==> config.mk <==
export PLATFORM = sky130hd
export DESIGN_NAME = uart_rx_fifo_wr
export DESIGN_NICKNAME = d
export VERILOG_FILES = /design/src/rtl/uart_pkg.sv /design/src/rtl/rx_sync.sv /design/src/rtl/uart_rx_fifo_wr.sv
export SDC_FILE = /design/constraint.sdc
export NUM_CORES = 1
export LEC_CHECK = 0
export BUFFER_PORTS_ARGS = -buffer_cell sky130_fd_sc_hd__buf_2
export CORE_ASPECT_RATIO = 0.5
export CORE_MARGIN = 2
export CORE_UTILIZATION = 55
export CTS_BUF_LIST = sky130_fd_sc_hd__clkbuf_8
export DETAILED_ROUTE_END_ITERATION = 8
export GPL_ROUTABILITY_DRIVEN = 0
export PLACE_DENSITY = 0.74
export SLEW_MARGIN = 20
export SYNTH_ARGS = -nofsm -noshare
export SYNTH_HDL_FRONTEND = slang
export SYNTH_SLANG_ARGS = --single-unit
export TNS_END_PERCENT = 1
==> constraint.sdc <==
create_clock -name clk -period 4.9 [get_ports clk]
set_input_delay 0.98 -clock clk [delete_from_list [all_inputs] [get_ports clk]]
set_output_delay 0.98 -clock clk [all_outputs]
set_load 0.01 [all_outputs]
==> src/rtl/uart_pkg.sv <==
// ---------------------------------------------------------------------------
// uart_pkg
//   Shared definitions for the UART receive path that feeds the byte FIFO.
//
//   Contents:
//     UART_DATA_BITS - payload bits per frame (8)
//     rx_state_t     - receiver FSM states
//     even_parity()  - parity bit value that makes the total count of ones
//                      across data and parity even
// ---------------------------------------------------------------------------
package uart_pkg;

    localparam int unsigned UART_DATA_BITS = 8;

    typedef enum logic [2:0] {
        IDLE,
        START,
        DATA,
        PARITY,
        STOP,
        BREAK
    } rx_state_t;

    function automatic logic even_parity(input logic [UART_DATA_BITS-1:0] data);
        return ^data;
    endfunction

endpackage

==> src/rtl/rx_sync.sv <==
// ---------------------------------------------------------------------------
// rx_sync
//   Two-flop synchronizer for the asynchronous serial line. Both flops reset
//   to 1 so the synchronized line reads idle (high) while in reset.
//
//   Ports:
//     i_clk   - clock
//     i_rst_n - asynchronous active-low reset
//     i_d     - asynchronous input
//     o_q     - synchronized output (two clocks of latency)
// ---------------------------------------------------------------------------
module rx_sync (
    input  logic i_clk,
    input  logic i_rst_n,
    input  logic i_d,
    output logic o_q
);

    logic [1:0] r_sync;

    always_ff @(posedge i_clk or negedge i_rst_n) begin
        if (!i_rst_n) begin
            r_sync <= '1;
        end else begin
            r_sync <= {r_sync[0], i_d};
        end
    end

    assign o_q = r_sync[1];

endmodule

==> src/rtl/uart_rx_fifo_wr.sv <==
// ---------------------------------------------------------------------------
// uart_rx_fifo_wr
//   UART receiver (8 data bits, LSB first, 1 stop bit) that writes each good
//   byte into the downstream 16-deep FIFO as a single-cycle write pulse.
//   Owns bit timing, start-bit validation, stop-bit checking and overflow
//   reporting.
//
//   Build option:
//     UART_RX_PARITY_EN - adds an even-parity bit after the data bits and the
//                         parity_err output. Undefined: plain 8N1.
//
//   Parameters:
//     CLKS_PER_BIT - clocks per serial bit (>= 4)
//
//   Ports:
//     clk        - clock, all logic on posedge
//     rst        - asynchronous active-low reset
//     rx         - serial line, idle high, asynchronous to clk
//     full       - FIFO full flag, looked at only on the write decision
//     wr         - one-cycle FIFO write strobe
//     din        - received byte, valid with wr, held until the next write
//     busy       - receiver not in IDLE
//     frame_err  - one-cycle pulse: stop bit sampled low
//     overrun    - one-cycle pulse: good byte arrived while full, dropped
//     parity_err - (UART_RX_PARITY_EN only) one-cycle pulse: parity mismatch
//                  with a good stop bit, byte dropped
// ---------------------------------------------------------------------------
module uart_rx_fifo_wr
    import uart_pkg::*;
#(
    parameter int unsigned CLKS_PER_BIT = 868
) (
    input  logic       clk,
    input  logic       rst,
    input  logic       rx,
    input  logic       full,
    output logic       wr,
    output logic [7:0] din,
    output logic       busy,
    output logic       frame_err,
    output logic       overrun
`ifdef UART_RX_PARITY_EN
    ,
    output logic       parity_err
`endif
);

    localparam int unsigned CW = (CLKS_PER_BIT > 1) ? $clog2(CLKS_PER_BIT) : 1;
    localparam logic [CW-1:0] CNT_BIT_LAST  = CW'(CLKS_PER_BIT - 1);
    localparam logic [CW-1:0] CNT_HALF_LAST = CW'(CLKS_PER_BIT / 2 - 1);
    localparam logic [CW-1:0] CNT_ONE       = CW'(1);
    localparam logic [2:0]    BIT_LAST      = 3'(UART_DATA_BITS - 1);

    // ------------------------------------------------------------------
    // Registers
    // ------------------------------------------------------------------
    rx_state_t                   r_state;
    logic [CW-1:0]               r_cnt;
    logic [2:0]                  r_bit;
    logic [UART_DATA_BITS-1:0]   r_shift;
    logic [1:0]                  r_flush;
    logic                        r_rx_prev;
    logic                        r_wr;
    logic [UART_DATA_BITS-1:0]   r_din;
    logic                        r_frame_err;
    logic                        r_overrun;
`ifdef UART_RX_PARITY_EN
    logic                        r_par_bad;
    logic                        r_parity_err;
`endif

    // ------------------------------------------------------------------
    // Wires
    // ------------------------------------------------------------------
    logic                        w_rx_s;
    logic                        w_fall;
    logic                        w_bit_tick;
    logic                        w_half_tick;
    logic                        w_par_bad;
    rx_state_t                   w_state_nxt;
    logic [CW-1:0]               w_cnt_nxt;
    logic [2:0]                  w_bit_nxt;
    logic [UART_DATA_BITS-1:0]   w_shift_nxt;
    logic                        w_wr_nxt;
    logic [UART_DATA_BITS-1:0]   w_din_nxt;
    logic                        w_frame_err_nxt;
    logic                        w_overrun_nxt;
`ifdef UART_RX_PARITY_EN
    logic                        w_par_bad_nxt;
    logic                        w_parity_err_nxt;
`endif

    rx_sync u_rx_sync (
        .i_clk   (clk),
        .i_rst_n (rst),
        .i_d     (rx),
        .o_q     (w_rx_s)
    );

    // r_rx_prev is forced low until the synchronizer has flushed its reset
    // ones, so a line already low at reset release is never mistaken for a
    // falling edge; a real high must be seen first.
    assign w_fall      = r_rx_prev & ~w_rx_s;
    assign w_bit_tick  = (r_cnt == CNT_BIT_LAST);
    assign w_half_tick = (r_cnt == CNT_HALF_LAST);

`ifdef UART_RX_PARITY_EN
    assign w_par_bad = r_par_bad;
`else
    assign w_par_bad = 1'b0;
`endif

    // ------------------------------------------------------------------
    // State and datapath registers
    // ------------------------------------------------------------------
    always_ff @(posedge clk or negedge rst) begin
        if (!rst) begin
            r_state      <= IDLE;
            r_cnt        <= '0;
            r_bit        <= '0;
            r_shift      <= '0;
            r_flush      <= '0;
            r_rx_prev    <= 1'b0;
            r_wr         <= 1'b0;
            r_din        <= '0;
            r_frame_err  <= 1'b0;
            r_overrun    <= 1'b0;
`ifdef UART_RX_PARITY_EN
            r_par_bad    <= 1'b0;
            r_parity_err <= 1'b0;
`endif
        end else begin
            r_state      <= w_state_nxt;
            r_cnt        <= w_cnt_nxt;
            r_bit        <= w_bit_nxt;
            r_shift      <= w_shift_nxt;
            r_flush      <= {r_flush[0], 1'b1};
            r_rx_prev    <= r_flush[1] ? w_rx_s : 1'b0;
            r_wr         <= w_wr_nxt;
            r_din        <= w_din_nxt;
            r_frame_err  <= w_frame_err_nxt;
            r_overrun    <= w_overrun_nxt;
`ifdef UART_RX_PARITY_EN
            r_par_bad    <= w_par_bad_nxt;
            r_parity_err <= w_parity_err_nxt;
`endif
        end
    end

    // ------------------------------------------------------------------
    // Next-state and output decode
    // ------------------------------------------------------------------
    always_comb begin
        w_state_nxt      = r_state;
        w_cnt_nxt        = r_cnt;
        w_bit_nxt        = r_bit;
        w_shift_nxt      = r_shift;
        w_wr_nxt         = 1'b0;
        w_din_nxt        = r_din;
        w_frame_err_nxt  = 1'b0;
        w_overrun_nxt    = 1'b0;
`ifdef UART_RX_PARITY_EN
        w_par_bad_nxt    = r_par_bad;
        w_parity_err_nxt = 1'b0;
`endif

        unique case (r_state)
            IDLE: begin
                if (w_fall) begin
                    w_state_nxt = START;
                    w_cnt_nxt   = '0;
                end
            end

            START: begin
                if (w_half_tick) begin
                    w_cnt_nxt = '0;
                    if (!w_rx_s) begin
                        w_state_nxt = DATA;
                        w_bit_nxt   = '0;
                    end else begin
                        w_state_nxt = IDLE;
                    end
                end else begin
                    w_cnt_nxt = r_cnt + CNT_ONE;
                end
            end

            DATA: begin
                if (w_bit_tick) begin
                    w_cnt_nxt   = '0;
                    w_shift_nxt = {w_rx_s, r_shift[UART_DATA_BITS-1:1]};
                    w_bit_nxt   = r_bit + 3'd1;
                    if (r_bit == BIT_LAST) begin
`ifdef UART_RX_PARITY_EN
                        w_state_nxt = PARITY;
`else
                        w_state_nxt = STOP;
`endif
                    end
                end else begin
                    w_cnt_nxt = r_cnt + CNT_ONE;
                end
            end

`ifdef UART_RX_PARITY_EN
            PARITY: begin
                if (w_bit_tick) begin
                    w_cnt_nxt     = '0;
                    w_par_bad_nxt = (w_rx_s != even_parity(r_shift));
                    w_state_nxt   = STOP;
                end else begin
                    w_cnt_nxt = r_cnt + CNT_ONE;
                end
            end
`endif

            STOP: begin
                if (w_bit_tick) begin
                    w_cnt_nxt = '0;
                    if (!w_rx_s) begin
                        // Framing error takes precedence over parity.
                        w_frame_err_nxt = 1'b1;
                        w_state_nxt     = BREAK;
                    end else begin
                        // Leave at mid-stop-bit so a fast transmitter's next
                        // start edge is not missed.
                        w_state_nxt = IDLE;
                        if (w_par_bad) begin
`ifdef UART_RX_PARITY_EN
                            w_parity_err_nxt = 1'b1;
`endif
                        end else if (full) begin
                            w_overrun_nxt = 1'b1;
                        end else begin
                            w_wr_nxt  = 1'b1;
                            w_din_nxt = r_shift;
                        end
                    end
                end else begin
                    w_cnt_nxt = r_cnt + CNT_ONE;
                end
            end

            BREAK: begin
                if (w_rx_s) begin
                    w_state_nxt = IDLE;
                end
            end

            default: begin
                w_state_nxt = IDLE;
            end
        endcase
    end

    // ------------------------------------------------------------------
    // Outputs
    // ------------------------------------------------------------------
    assign wr        = r_wr;
    assign din       = r_din;
    assign busy      = (r_state != IDLE);
    assign frame_err = r_frame_err;
    assign overrun   = r_overrun;
`ifdef UART_RX_PARITY_EN
    assign parity_err = r_parity_err;
`endif

endmodule

==> results.json <==
{
  "outcome": "completed",
  "crit_chain": "or3_1 > buf_2",
  "synth-seq-cells": 40,
  "rsz0062_at_grt": "false",
  "tns_ns": 0,
  "track_usage": 0.1760,
  "synth_nets": 176,
  "antenna_cells": 0,
  "fmax_ghz": 0.4299,
  "pwr-share-seq": 0.463,
  "peakVddDrop_mv": 0.1840,
  "drv_slew": 0,
  "timing.hold.ws_ns": 0.3586,
  "postCtsSetupBuffers": 0,
  "cp_num_cells": 2,
  "p_sw_mw": 0.3199,
  "critPathSlowestCell": "dfrtp_1",
  "syn_area_um2": 1904,
  "vias": 1271,
  "synth.distinct_cells": 49,
  "synth_top_cell_by_area": "dfrtp_1",
  "path_buf_inv": 1,
  "relSlewSlack": 0.4234,
  "viasPerCell": 5.624,
  "cp_slowest_stage_delay_ns": 0.55,
  "firstDrtPassIters": 4,
  "yosysSeqAreaShare": 0.5269,
  "hold_violations": 0,
  "hpwlAfterDp_mm": 2.139,
  "layout_min_cycle_time_ns": 2.326,
  "dieArea_um2": 3978,
  "critPathRequiredTime_ns": 3.92,
  "worst_pin_slew_ns": 0.8650,
  "synthTopCellsByArea": "dfrtp_1 (50%), nand2_1 (6.9%), mux2_4 (5.5%)",
  "cts-resized-gates": 0,
  "drtIter0Drc": 78,
  "io_buffers": 15,
  "leakagePower_nw": 1.025,
  "critical_path.top_delay_family": "flip-flops",
  "die_w_um": 87.22,
  "cp-end-kind": "primary output",
  "synth_edf_count": 0,
  "syn_inst": 168,
  "async_reset_ff_frac": 1.000,
  "clock_skew_ns": 0.009314,
  "start_kind": "flip-flop",
  "grt_max_degree": 41,
  "path_max_fanout": 15,
  "antenna_left": 0,
  "cts_buffer_depth": 2,
  "wirelength_mm": 3.168,
  "die_h_um": 45.61,
  "netSwitchingFraction": 0.3608,
  "clkTransAtPathRegs_ns": 0.08,
  "max_cap_viol_count": 0,
  "numCtsBuffers": 5,
  "p_int_mw": 0.5667,
  "power_density_nw_per_um2": 429.2,
  "holdPathStages": 0,
  "antenna_found_initial": 0,
  "criticalPathCategory": "reg2out",
  "rr_worst_depth": 5,
  "ctsHoldBuffers": 0,
  "cts.htree.levels": 2,
  "coreArea_um2": 3378,
  "hold_path_class": "reg2reg",
  "drive_above_1_share": 0.2391,
  "cts.sinks": 40,
  "wl_per_cell_um": 14.02,
  "syn_avg_cell_area_um2": 11.34,
  "setup_violations": 0,
  "final_nets": 192,
  "initial_core_util": 0.5637,
  "io_pins": 16,
  "cts_tree": "yes",
  "area_growth_pct": 8.476,
  "synthFlopType": "dfrtp_1",
  "synth.top_cell.area_share": 0.4993,
  "grt_pass1_vias": 1183,
  "cts_root_buffer": "clkbuf_8",
  "comb_power_share": 0.302,
  "clk_latency_ns": 0.29,
  "drc": 0,
  "grt_overflow_total": 0,
  "yosysWarningCount": 0,
  "grt_pass1_wl_mm": 5.285,
  "core.rowCount": 15,
  "fin_crit_sh": 0.4747,
  "arrival_ns": 1.35,
  "clkPwrFrac": 0.235
}
## per-layer routing
| layer | up-vias | wire length (µm) | GRT usage |
|---|---|---|---|
| met2 | 24 | 1449 | 0.3099 |
| met4 | 0 | 31 | 0.04615 |
| li1 | 627 | - | - |
| met5 | - | 0 | 0 |
| met3 | 5 | 92 | 0.04891 |
| met1 | 615 | 1595 | 0.2200 |
## cells by family after synthesis
family | after synthesis | synth area share
muxes | 9 | 0.06636
DFF | 40 | 0.5269
xor gates and xnor gates | 3 | 0.01380
adders and majority gates | 4 | 0.02628
AOI/OAI and AO/OA | 31 | 0.1281
other | 1 | 0.001969
and+or+nand+nor | 70 | 0.2037
buffers and inverters | 10 | 0.03285
## synthesized netlist by cell type, types with 3 or more instances
cell     instances
dfrtp_1         38
nand3_1          4
and3_1           3
a21oi_1          5
a31oi_1          6
mux2_4           7
o21ai_1          3
inv_1            3
nand2_1         35
nor2_1           7
a22o_1           3
ha_1             4
## cell type report
cell class,instances,area (µm²)
clock inverter,2,12.51
timing repair buffer,15,75.07
fill,283,1313
sequential,40,1003
multi-input combinational,118,838.3
inverter,4,15.01
tap,42,52.55
clock buffer,5,68.82
## flip-flops by register name, indices dropped and copies added (netlist names), 2 cells and up
| signal | count |
|---|---|
| din | 8 |
| r_shift | 8 |
| r_state | 3 |
| r_bit | 3 |
| u_rx_sync.r_sync | 2 |
| r_cnt | 10 |
| r_flush | 2 |
## metrics by stage
stage	total power, mW	worst slack [ns]	util	instance area, µm²	instances
after detailed placement	0.6811	2.801	0.5874	1984	219
after floorplan	0.6440	2.984	-	1904	168
after CTS	0.8908	2.577	0.6115	2066	226
after global routing	0.9404	2.520	0.6115	2066	226
final	0.8866	2.574	0.6115	2066	226
after global placement	0.6723	2.828	0.5874	1984	219
## final timing paths
check / end / slack (ns) / start
worst max-delay path: busy / 2.57 / r_state[2]
worst min-delay path: r_flush[1] / 0.36 / r_flush[0]
worst max register to register: r_cnt[8] / 2.89 / r_state[2]
worst min register to register: r_flush[1] / 0.36 / r_flush[0]
max in group asynchronous: frame_err / 3.55 / rst
min in group asynchronous: r_cnt[8] / 0.80 / rst
## worst reg2reg max path: cells and delay by family (launching register included)
| kind | cells | cell delay [ns] |
|---|---|---|
| AO/OA/AOI/OAI | 4 | 0.96 |
| flip-flops | 1 | 0.55 |
| AND/OR/NAND/NOR | 1 | 0.43 |
## power groups by stage
stage	clock network, mW	logic [mW]	registers, mW
6_report	0.208	0.268	0.410
5_1_grt	0.228	0.296	0.416
2_1_floorplan	0	0.253	0.391
4_1_cts	0.213	0.268	0.410
3_5_place_dp	0	0.266	0.415
3_3_place_gp	0	0.258	0.414
## layout by cell type (no fill, tap or decap), types with 3 or more instances in the layout
cell type  instances
mux2_4             7
ha_1               4
a31oi_1            6
and3_1             3
a21oi_1            5
nor2_1             7
inv_1              3
nand2_1           35
a22o_1             3
dfrtp_1           38
o21ai_1            3
buf_2             15
clkbuf_8           5
nand3_1            4
Power figures use the tool's default switching activity.
